<file path="src/rtl/alu_req_sequencer.sv">
// Shared CPU operation encoding, plus the initiator-side ALU request sequencer.
// The sequencer issues tagged ops to one fixed-latency ALU and returns its results in issue order.
package cpu_defines_pkg;
    typedef enum logic [3:0] {
        ALU_ADD = 4'd0,
        ALU_SUB = 4'd1,
        ALU_AND = 4'd2,
        ALU_OR  = 4'd3,
        ALU_XOR = 4'd4,
        ALU_SLT = 4'd5,
        ALU_SLL = 4'd6,
        ALU_SRL = 4'd7
    } alu_op_t;
endpackage

module alu_req_sequencer
    import cpu_defines_pkg::*;
#(
    parameter int unsigned WIDTH      = 32,
    parameter int unsigned TAG_W      = 4,
    parameter int unsigned ALU_LAT    = 0,
    parameter int unsigned RESP_DEPTH = 4
) (
    input  logic             clk,
    input  logic             rst_n,
    input  logic             req_valid,
    output logic             req_ready,
    input  logic [WIDTH-1:0] req_a,
    input  logic [WIDTH-1:0] req_b,
    input  alu_op_t          req_op,
    input  logic [TAG_W-1:0] req_tag,
    output logic [WIDTH-1:0] alu_a,
    output logic [WIDTH-1:0] alu_b,
    output alu_op_t          alu_op,
    input  logic [WIDTH-1:0] alu_result,
    input  logic             alu_zero,
    input  logic             alu_overflow,
    output logic             rsp_valid,
    input  logic             rsp_ready,
    output logic [WIDTH-1:0] rsp_result,
    output logic             rsp_zero,
    output logic             rsp_overflow,
    output logic [TAG_W-1:0] rsp_tag,
    output logic             busy
);
    localparam int unsigned STAGES = ALU_LAT + 1;
    localparam int unsigned PTR_W  = $clog2(RESP_DEPTH);
    localparam int unsigned CNT_W  = PTR_W + 1;
    localparam int unsigned SUM_W  = CNT_W + 3;

    logic [WIDTH-1:0] alu_a_q, alu_b_q;
    alu_op_t          alu_op_q;

    logic [STAGES-1:0] pv_q;
    logic [TAG_W-1:0]  ptag_q [STAGES];

    logic [WIDTH-1:0] fres_q [RESP_DEPTH];
    logic             fzero_q [RESP_DEPTH];
    logic             fovf_q [RESP_DEPTH];
    logic [TAG_W-1:0] ftag_q [RESP_DEPTH];

    logic [PTR_W-1:0] wr_ptr_q, wr_ptr_d, rd_ptr_q, rd_ptr_d;
    logic [CNT_W-1:0] cnt_q, cnt_d;
    logic [SUM_W-1:0] inflight_cnt, credit_used;
    logic             accept, push, pop;

    // Credit counts only current-cycle occupancy, so rsp_ready never reaches req_ready.
    always_comb begin
        inflight_cnt = '0;
        for (int unsigned i = 0; i < STAGES; i++) begin
            inflight_cnt = inflight_cnt + SUM_W'(pv_q[i]);
        end
        credit_used = inflight_cnt + SUM_W'(cnt_q);
    end

    assign req_ready = credit_used < SUM_W'(RESP_DEPTH);
    assign accept    = req_valid && req_ready;
    assign push      = pv_q[STAGES-1];
    assign rsp_valid = cnt_q != '0;
    assign pop       = rsp_valid && rsp_ready;

    always_comb begin
        wr_ptr_d = wr_ptr_q;
        rd_ptr_d = rd_ptr_q;
        cnt_d    = cnt_q;
        if (push) wr_ptr_d = wr_ptr_q + 1'b1;
        if (pop)  rd_ptr_d = rd_ptr_q + 1'b1;
        case ({push, pop})
            2'b10:   cnt_d = cnt_q + 1'b1;
            2'b01:   cnt_d = cnt_q - 1'b1;
            default: cnt_d = cnt_q;
        endcase
    end

    always_ff @(posedge clk) begin
        if (!rst_n) begin
            alu_a_q  <= '0;
            alu_b_q  <= '0;
            alu_op_q <= ALU_ADD;
            pv_q     <= '0;
            for (int unsigned i = 0; i < STAGES; i++) ptag_q[i] <= '0;
            wr_ptr_q <= '0;
            rd_ptr_q <= '0;
            cnt_q    <= '0;
        end else begin
            if (accept) begin
                alu_a_q  <= req_a;
                alu_b_q  <= req_b;
                alu_op_q <= req_op;
            end
            pv_q[0]   <= accept;
            ptag_q[0] <= req_tag;
            for (int unsigned i = 1; i < STAGES; i++) begin
                pv_q[i]   <= pv_q[i-1];
                ptag_q[i] <= ptag_q[i-1];
            end
            wr_ptr_q <= wr_ptr_d;
            rd_ptr_q <= rd_ptr_d;
            cnt_q    <= cnt_d;
        end
    end

    // Storage needs no reset: the pointers and count alone decide what is visible.
    always_ff @(posedge clk) begin
        if (push) begin
            fres_q[wr_ptr_q]  <= alu_result;
            fzero_q[wr_ptr_q] <= alu_zero;
            fovf_q[wr_ptr_q]  <= alu_overflow;
            ftag_q[wr_ptr_q]  <= ptag_q[STAGES-1];
        end
    end

    assign alu_a        = alu_a_q;
    assign alu_b        = alu_b_q;
    assign alu_op       = alu_op_q;
    assign rsp_result   = rsp_valid ? fres_q[rd_ptr_q]  : '0;
    assign rsp_zero     = rsp_valid ? fzero_q[rd_ptr_q] : 1'b0;
    assign rsp_overflow = rsp_valid ? fovf_q[rd_ptr_q]  : 1'b0;
    assign rsp_tag      = rsp_valid ? ftag_q[rd_ptr_q]  : '0;
    assign busy         = (inflight_cnt != '0) || (cnt_q != '0);

endmodule

</file>
<file path="config.mk">
export PLATFORM = sky130hd
export DESIGN_NAME = alu_req_sequencer
export DESIGN_NICKNAME = d
export VERILOG_FILES = /design/src/rtl/alu_req_sequencer.sv
export SDC_FILE = /design/constraint.sdc
export NUM_CORES = 1
export LEC_CHECK = 0
export ABC_AREA = 1
export CAP_MARGIN = 10
export CELL_PAD_IN_SITES_DETAIL_PLACEMENT = 1
export CELL_PAD_IN_SITES_GLOBAL_PLACEMENT = 1
export CORE_UTILIZATION = 40
export CTS_CLUSTER_SIZE = 25
export DETAILED_ROUTE_END_ITERATION = 6
export PLACE_DENSITY_LB_ADDON = 0.1
export SYNTH_ARGS = -nofsm -noshare
export SYNTH_HDL_FRONTEND = slang
export SYNTH_SLANG_ARGS = --single-unit
</file>
<file path="constraint.sdc">
create_clock -name clk -period 5.3 [get_ports clk]
set_input_delay 0.53 -clock clk [delete_from_list [all_inputs] [get_ports clk]]
set_output_delay 0.53 -clock clk [all_outputs]
set_load 0.005 [all_outputs]
</file>
# Word level (Yosys, flattened, before mapping)
# Memories as Yosys holds them, arrays and structs flattened. A register that Yosys moved wholly into a read port is not among the register bits.
# Cells that the tools add are included.
# Widths: inputs -> output; s select.
# word_totals
n_memories,5
ff_bits,76
ramBits,156
elab_cells,45
# classes
add_sub_neg,5
n_eq_ne,2
magnitude_cmp,1
n_mux,19
n_reduce_logical,6
# memory_table
name,words,word_bits,read_ports,rd_ports_with_merged_regs,write_ports,line_no,text
fres_q,4,32,1,1,1,57,logic [WIDTH-1:0] fres_q [RESP_DEPTH];
ftag_q,4,4,1,1,1,60,logic [TAG_W-1:0] ftag_q [RESP_DEPTH];
fovf_q,4,1,1,1,1,59,logic fovf_q [RESP_DEPTH];
fzero_q,4,1,1,1,1,58,logic fzero_q [RESP_DEPTH];
ptag_q,1,4,1,0,1,55,logic [TAG_W-1:0] ptag_q [STAGES];
# ops
cell,count
$mux 32,1
$mux 2,8
$mux 4,2
$mux 1,7
$pmux 3 s2,1
$add 1x3->4,1
$add 2x1->2 const B,2
$lt 4x3->1 const B,1
$reduce_or 4->1,1
$add 3x1->3 const B,1
$reduce_bool 3->1,1
$sub 3x1->3 const B,1
$eq 2x1->1 const B,1
$eq 2x2->1 const B,1
$logic_and 1x1->1,2
$reduce_bool 2->1,1
$logic_or 1x1->1,1

# Longest topological paths before layout
# Gate-level depths: netlist of the first run.
# logic_depth
ltp_word,4
ltp_mapped,13
ltp_nobuf,13

# Worst setup path before layout of the first run
# Ideal clock, no wire load.
# synth_path
path_kind,register to register
from,reg wr_ptr_q[0]
to,"mem fovf_q[2], enable pin"
t_arrival_ps,1346
synth_period_minus_slack_ps,1739
slack_ps,3561
stages_incl_launch_ff,5
required_time_ps,4907
path_buffers,0
cell_sequence,dfxtp_1 -> inv_1 -> ha_1 -> nand2_1 -> inv_1
# synth_lines
item,line_no,text
from (decl),62,"logic [PTR_W-1:0] wr_ptr_q, wr_ptr_d, rd_ptr_q, rd_ptr_d;"
from (signal assigned),117,wr_ptr_q <= wr_ptr_d;
to (decl),59,
# Straight into the memory's write port.

==> reports/metrics.csv, run 1 <==
metric;value;unit
# Post-CTS Setup Buffers;0;
remaining antenna violation count;0;
worst slew pin tran;954;ps
TritonCTS clock tree;yes;
die width;155;um
DR vias;7066;
Peak VDD IR;0.000245;V
starting density of the core;41.0;%
crit-path cells;inv_1 > buf_4 > nor2_1 > o21ai_1 > a21oi_1 > clkdlybuf4s50_1;
Max FO, Critical Path;39;
I/O Buffers;218;
critical path class;reg2out;
CTS root buf;clkbuf_16;
final routed DRC violation total;0;
# clock sinks;234;
Final nets;1281;
Hold Crit Depth;0;
P&R area growth vs syn;33.2;%
class of the worst hold path;reg2reg;
Leak;4.89;nW
worst r2r dst;alu_a[11];
area share of fa/ha/maj cells after synthesis;0.884;%
Cell variety after synth;20;
post-cts sizing count;0;
mapped cell area;9350;um^2
PwrDens;449;nW/um^2
final wirelength;24600;um
antenna violations before repair;5;
post-synthesis cell count;966;
share of layout cells above drive strength 1;4.56;%
Overflow after GRT;0;
status;finished clean;
main combinational cell family by area after synthesis;simple AND/OR/NAND/NOR gates;
setup TNS;0;ps
Die Height;155;um
Min Clock Period, post-route;3380;ps
DRT Pass-1 Iters;4;
Synth Net Count;1082;
maximum buffer depth of the clock tree;3;
Final Max Slew Viols;0;
first-pass GRT wire length;39000;um
Synth Warn #;0;
hold_buf cts;0;
HPWL after DPL;15500;um
Max-cap violations;0;
Hold Path End;ftag_q[2][0];
clock buffer count from CTS;26;
unrepaired setup endpoints after global routing;false;
post-synthesis sequential area ratio;66.4;%
Setup Viol. Count Final;0;
die area;24000;um^2
post-synthesis register bit count;234;
Final Util;54.7;%
# rows;55;
Core Box Area;22800;um^2
Slew HR;36.3;%
Arr. time, crit path;2850;ps
clk_lat worst skew;530;ps
boundary pin count;219;
fmax;296;MHz
FF-to-FF setup slack;3290;ps
Synth Area in Compound Gates;6.59;%
crit start category;register;
clock skew;15.5;ps
Initial DRC Count;325;
placed insts;1450;
largest net degree at the start of global routing;80;
CTS H-tree lvls;1;
Final Non-Filler Cells;1497;
Hold Path Origin;ptag_q[0][0];
gr usage total;20.7;%
vias in the first global route;7695;
Worst path slowest cell;dfxtp_2;
mux cell area share after synthesis;0;%
Synth Area in XOR/XNOR;0;%
Vias/cell;4.72;
commonest non-fill, non-tap cell in the layout;nor2_1;
critical path's largest stage delay;870;ps
Reg2Reg Depth;6;
Crit. End Element;output pin;
WL/cell;16.5;um
Fin. Hold Viols;0;
syn avg cell area;9.68;um^2
fin crit share;63.7;%
Synth Area in Simple Gates;18.5;%
r2r startpoint;push;
CP required;4770;ps
commonest cells after routing, fill and taps aside;nor2_1 (295), clkdlybuf4s50_1 (217), nand2_1 (156), edfxtp_1 (152), inv_1 (87);
clock transition at the registers of the reported paths;60;ps
routability cong.;0.717;
==> cell usage after synthesis (all sizes together) <==
library cell	count	area, um^2
fa	1	20.0
inv	93	349
a21oi	43	215
nand2	157	592
ha	5	62.6
o21ai	80	400
edfxtp	152	4560
dfxtp	82	1640
nor2	295	1110
buf	41	314
clkbuf	12	50.1
nand3	5	30.0
==> metal layers <==
| metal | GRT usage [%] | vias to the layer above | wire (um) |
|---|---|---|---|
| li1 | - | 3464 | - |
| met1 | 22.1 | 3372 | 9570 |
| met2 | 37.4 | 189 | 12100 |
| met3 | 9.16 | 35 | 2540 |
| met4 | 5.00 | 6 | 435 |
| met5 | 0 | - | 34 |
==> registers in the layout (all words and copies together) (netlist names), named ones only <==
signal and count:
wr_ptr_q 2, fovf_q 4, push 1, fres_q 128
alu_op 4, fzero_q 4, ptag_q 4, cnt_q 3
alu_b 32, alu_a 32, rd_ptr_q 2, ftag_q 16
==> worst max-delay path: cells and delay by family (launching register included) <==
kind | cells | cell delay (ps)
buffers and inverters | 3 | 960
AOI/OAI and AO/OA | 2 | 330
and+or+nand+nor | 1 | 150
DFF | 1 | 870
==> cell type report <==
type,count,area (um^2)
fill,2550,10300
timing repair buffer,224,2220
tap,313,392
inverter,93,349
clock inverter,15,163
sequential,234,6210
clock buffer,31,679
antenna,1,2.50
multi-input combinational,586,2430
==> how the worst max path moves through the flow <==
stage           startpoint             end  slack (ps)  cells after the start
3_3_place_gp      register      rsp_tag[2]        2460                      6
6_report          register  rsp_result[21]        1920                      6
4_1_cts           register   rsp_result[2]        1870                      6
3_5_place_dp      register   rsp_result[2]        2450                      6
5_1_grt           register  rsp_result[21]        1720                      6
2_1_floorplan  wr_ptr_q[0]       fovf_q[2]        3560                      4
==> power breakdown <==
group	leakage (nW)	internal, mW	total (mW)	switching, mW
Sequential	2.06	2.11	2.20	0.0884
Combinational	2.43	0.757	1.62	0.860
Clock	0.402	1.06	1.78	0.719
Total	4.89	3.93	5.59	1.67
==> stage by stage <==
step	power [mW]	instance area [um^2]	hold slack [ps]	setup slack [ps]
2_1_floorplan	3.06	9350	438	3560
5_1_grt	5.92	12400	504	1720
3_5_place_dp	3.88	11600	467	2450
6_report	5.59	12500	474	1920
4_1_cts	5.68	12400	473	1870
3_3_place_gp	3.84	11600	466	2460
==> logic make-up (layout without fill, tap and decap cells) <==
group                      count (synthesis)  in the layout
and+or+nand+nor                          457            457
DFF                                      234            234
buffers and inverters                    146            363
AOI/OAI and AO/OA                        123            123
adders and majority gates                  6              6
other                                      0              1
Note: power is estimated with default switching activity, not from simulation.
==> run 2: changes to the inputs <==
--- a/config.mk
+++ b/config.mk
@@ -9,7 +9,7 @@
 export CAP_MARGIN = 10
 export CELL_PAD_IN_SITES_DETAIL_PLACEMENT = 1
 export CELL_PAD_IN_SITES_GLOBAL_PLACEMENT = 1
-export CORE_UTILIZATION = 40
+export CORE_UTILIZATION = 34
 export CTS_CLUSTER_SIZE = 25
 export DETAILED_ROUTE_END_ITERATION = 6
 export PLACE_DENSITY_LB_ADDON = 0.1
==> constraint.sdc (replaced) <==
create_clock -name clk -period 3 [get_ports clk]
set_input_delay 0.3 -clock clk [delete_from_list [all_inputs] [get_ports clk]]
set_output_delay 0.3 -clock clk [all_outputs]
set_load 0.005 [all_outputs]
==> run 2 against run 1 <==
Against the previous run:
- power increased by 78%
- sequential cell count unchanged
- non-clock buffer count is 14 higher
- clock skew fell by 3.9 ps
- cell count increased by 3.0%
- clock-buffer cell count grew 7
- via count fell by 0.72%
- sequential share of layout area down 0.74 points
- critical path type unchanged
- design area increased by 1.5%
==> reports/metrics.csv, run 2 (synthesis gave the netlist of run 1 again) <==
metric;value;unit;change
status;finished clean;;
antenna violations before repair;2;;-3
boundary pin count;219;;unchanged
clock buffer count from CTS;26;;unchanged
Reg2Reg Depth;13;;+7
Max FO, Critical Path;21;;-46%
I/O Buffers;218;;unchanged
crit start category;register;;
vias in the first global route;7273;;-5.5%
Hold Path Origin;req_tag[0];;
# rows;60;;+9.1%
DR vias;7015;;-0.72%
Overall Power;9.97;mW;+78%
hold_buf cts;0;;unchanged
routability cong.;0.697;;-2.8%
final routed DRC violation total;0;;unchanged
Core Box Area;27000;um^2;+18%
DRT Pass-1 Iters;5;;+1
commonest non-fill, non-tap cell in the layout;nor2_1;;
largest net degree at the start of global routing;67;;-16%
CP required;2700;ps;-2070 ps
Min Clock Period, post-route;2810;ps;
first-pass GRT wire length;38700;um;-0.71%
Hold Crit Depth;3;;+3
clock skew;11.6;ps;-3.93 ps
P&R area growth vs syn;35.2;%;
starting density of the core;34.7;%;-6.4 points
Final nets;1295;;+1.1%
Die Height;168;um;+8.4%
# fillers;3023;;+19%
r2r startpoint;cnt_q[0];;
Final Max Slew Viols;0;;unchanged
setup slack at placement;690;ps;-1760 ps
Arr. time, crit path;2510;ps;-340 ps
maximum buffer depth of the clock tree;3;;unchanged
Overflow after GRT;0;;unchanged
setup slack after layout;191;ps;-1730 ps
worst r2r dst;cnt_q[2];;
# Post-CTS Setup Buffers;0;;unchanged
Fin. Hold Viols;0;;unchanged
Max-cap violations;0;;unchanged
commonest cells after routing, fill and taps aside;nor2_1 (295), clkdlybuf4s50_1 (217), nand2_1 (156), edfxtp_1 (152), inv_1 (87);;
clk_lat worst skew;530;ps;about the same
worst slew pin tran;857;ps;-97.1 ps
Peak VDD IR;0.000416;V;+69%
setup TNS;0;ps;unchanged
fmax;356;MHz;
class of the worst hold path;in2reg;;
clock transition at the registers of the reported paths;60;ps;about the same
register with the most flip-flops;fres_q;;
gr usage total;17.6;%;-3.2 points
Vias/cell;4.55;;-3.6%
HPWL after DPL;15600;um;+0.59%
PwrDens;789;nW/um^2;+76%
unrepaired setup endpoints after global routing;false;;
share of layout cells above drive strength 1;5.67;%;+1.1 points
# clock sinks;234;;unchanged
Crit. End Element;output pin;;
Initial DRC Count;320;;-1.5%
critical path class;reg2out;;
CTS root buf;clkbuf_16;;
Slew HR;42.9;%;+6.6 points
Storage cell area;6210;um^2;unchanged
Hold Path End;ptag_q[0][0];;
WL/cell;15.9;um;-3.4%
FF-to-FF setup slack;1190;ps;-2100 ps
CTS H-tree lvls;1;;unchanged
Leak;4.99;nW;+2.0%
remaining antenna violation count;0;;unchanged
die area;28200;um^2;+17%
Multi-input gate area;2430;um^2;unchanged
TritonCTS clock tree;yes;;
die width;168;um;+8.4%
fin crit share;93.6;%;
final wirelength;24500;um;-0.48%
Setup Viol. Count Final;0;;unchanged
Largest register FFs;128;;unchanged
-- run 2: cell count changes in the layout (fill, tap and decap cells not counted), moves of 2 or more --
cell and change:
buf_4 +10, clkbuf_1 +4, buf_12 +3, clkbuf_8 +2, clkinv_1 -2, clkinvlp_4 -2
-- run 2: cell type report --
type	count	share of cell area (%)
antenna	2	0.0396
clock buffer	38	5.91
clock inverter	10	0.782
inverter	93	2.76
multi-input combinational	586	19.3
sequential	234	49.1
tap	341	3.38
timing repair buffer	238	18.7
-- run 2: where the power goes --
group,switching [mW],internal (mW)
combinational,1.55,1.41
clock,1.26,1.89
sequential,0.130,3.73
total,2.94,7.03
-- run 2: timing repair --
action / 4_1_cts / 5_1_grt
endpoints found under the setup margin: 0 / 5
hold endpoints to repair: 0 / 0
gates resized for setup: 0 / 1
-- run 2: worst max-delay path: stages (launching register included) --
cell and delay, ps:
dfxtp_2 320, inv_1 350, buf_12 320, nor2_1 100, o21ai_0 80, a21oi_1 250
clkdlybuf4s50_1 550
-- run 2: worst max-delay path by stage --
stage	from	endpoint	slack, ps	cells past startpoint
5_1_grt	register	rsp_result[19]	10	6
4_1_cts	register	rsp_result[4]	110	6
3_3_place_gp	register	rsp_tag[3]	690	6
6_report	register	rsp_result[2]	190	6
2_1_floorplan	wr_ptr_q[0]	fovf_q[2]	1260	4
3_5_place_dp	register	rsp_result[4]	690	6
-- run 2: metal layers --
metal  global-route usage, %  vias up  routed length (um)
met5                       0        -                   0
met4                    3.95        0                 342
met3                    8.16       34                2640
met2                    29.1      185               11300
met1                    20.7     3298               10300
li1                        -     3498                   -
-- run 2: stage by stage --
step	std cells	hold WS, ps	area (um^2)	util, %
after detailed placement	1492	473	11800	43.7
after floorplan	966	398	9350	-
after CTS	1540	284	12600	46.9
final	1542	300	12600	46.9
after global routing	1540	302	12600	46.9
after global placement	1492	464	11800	43.7
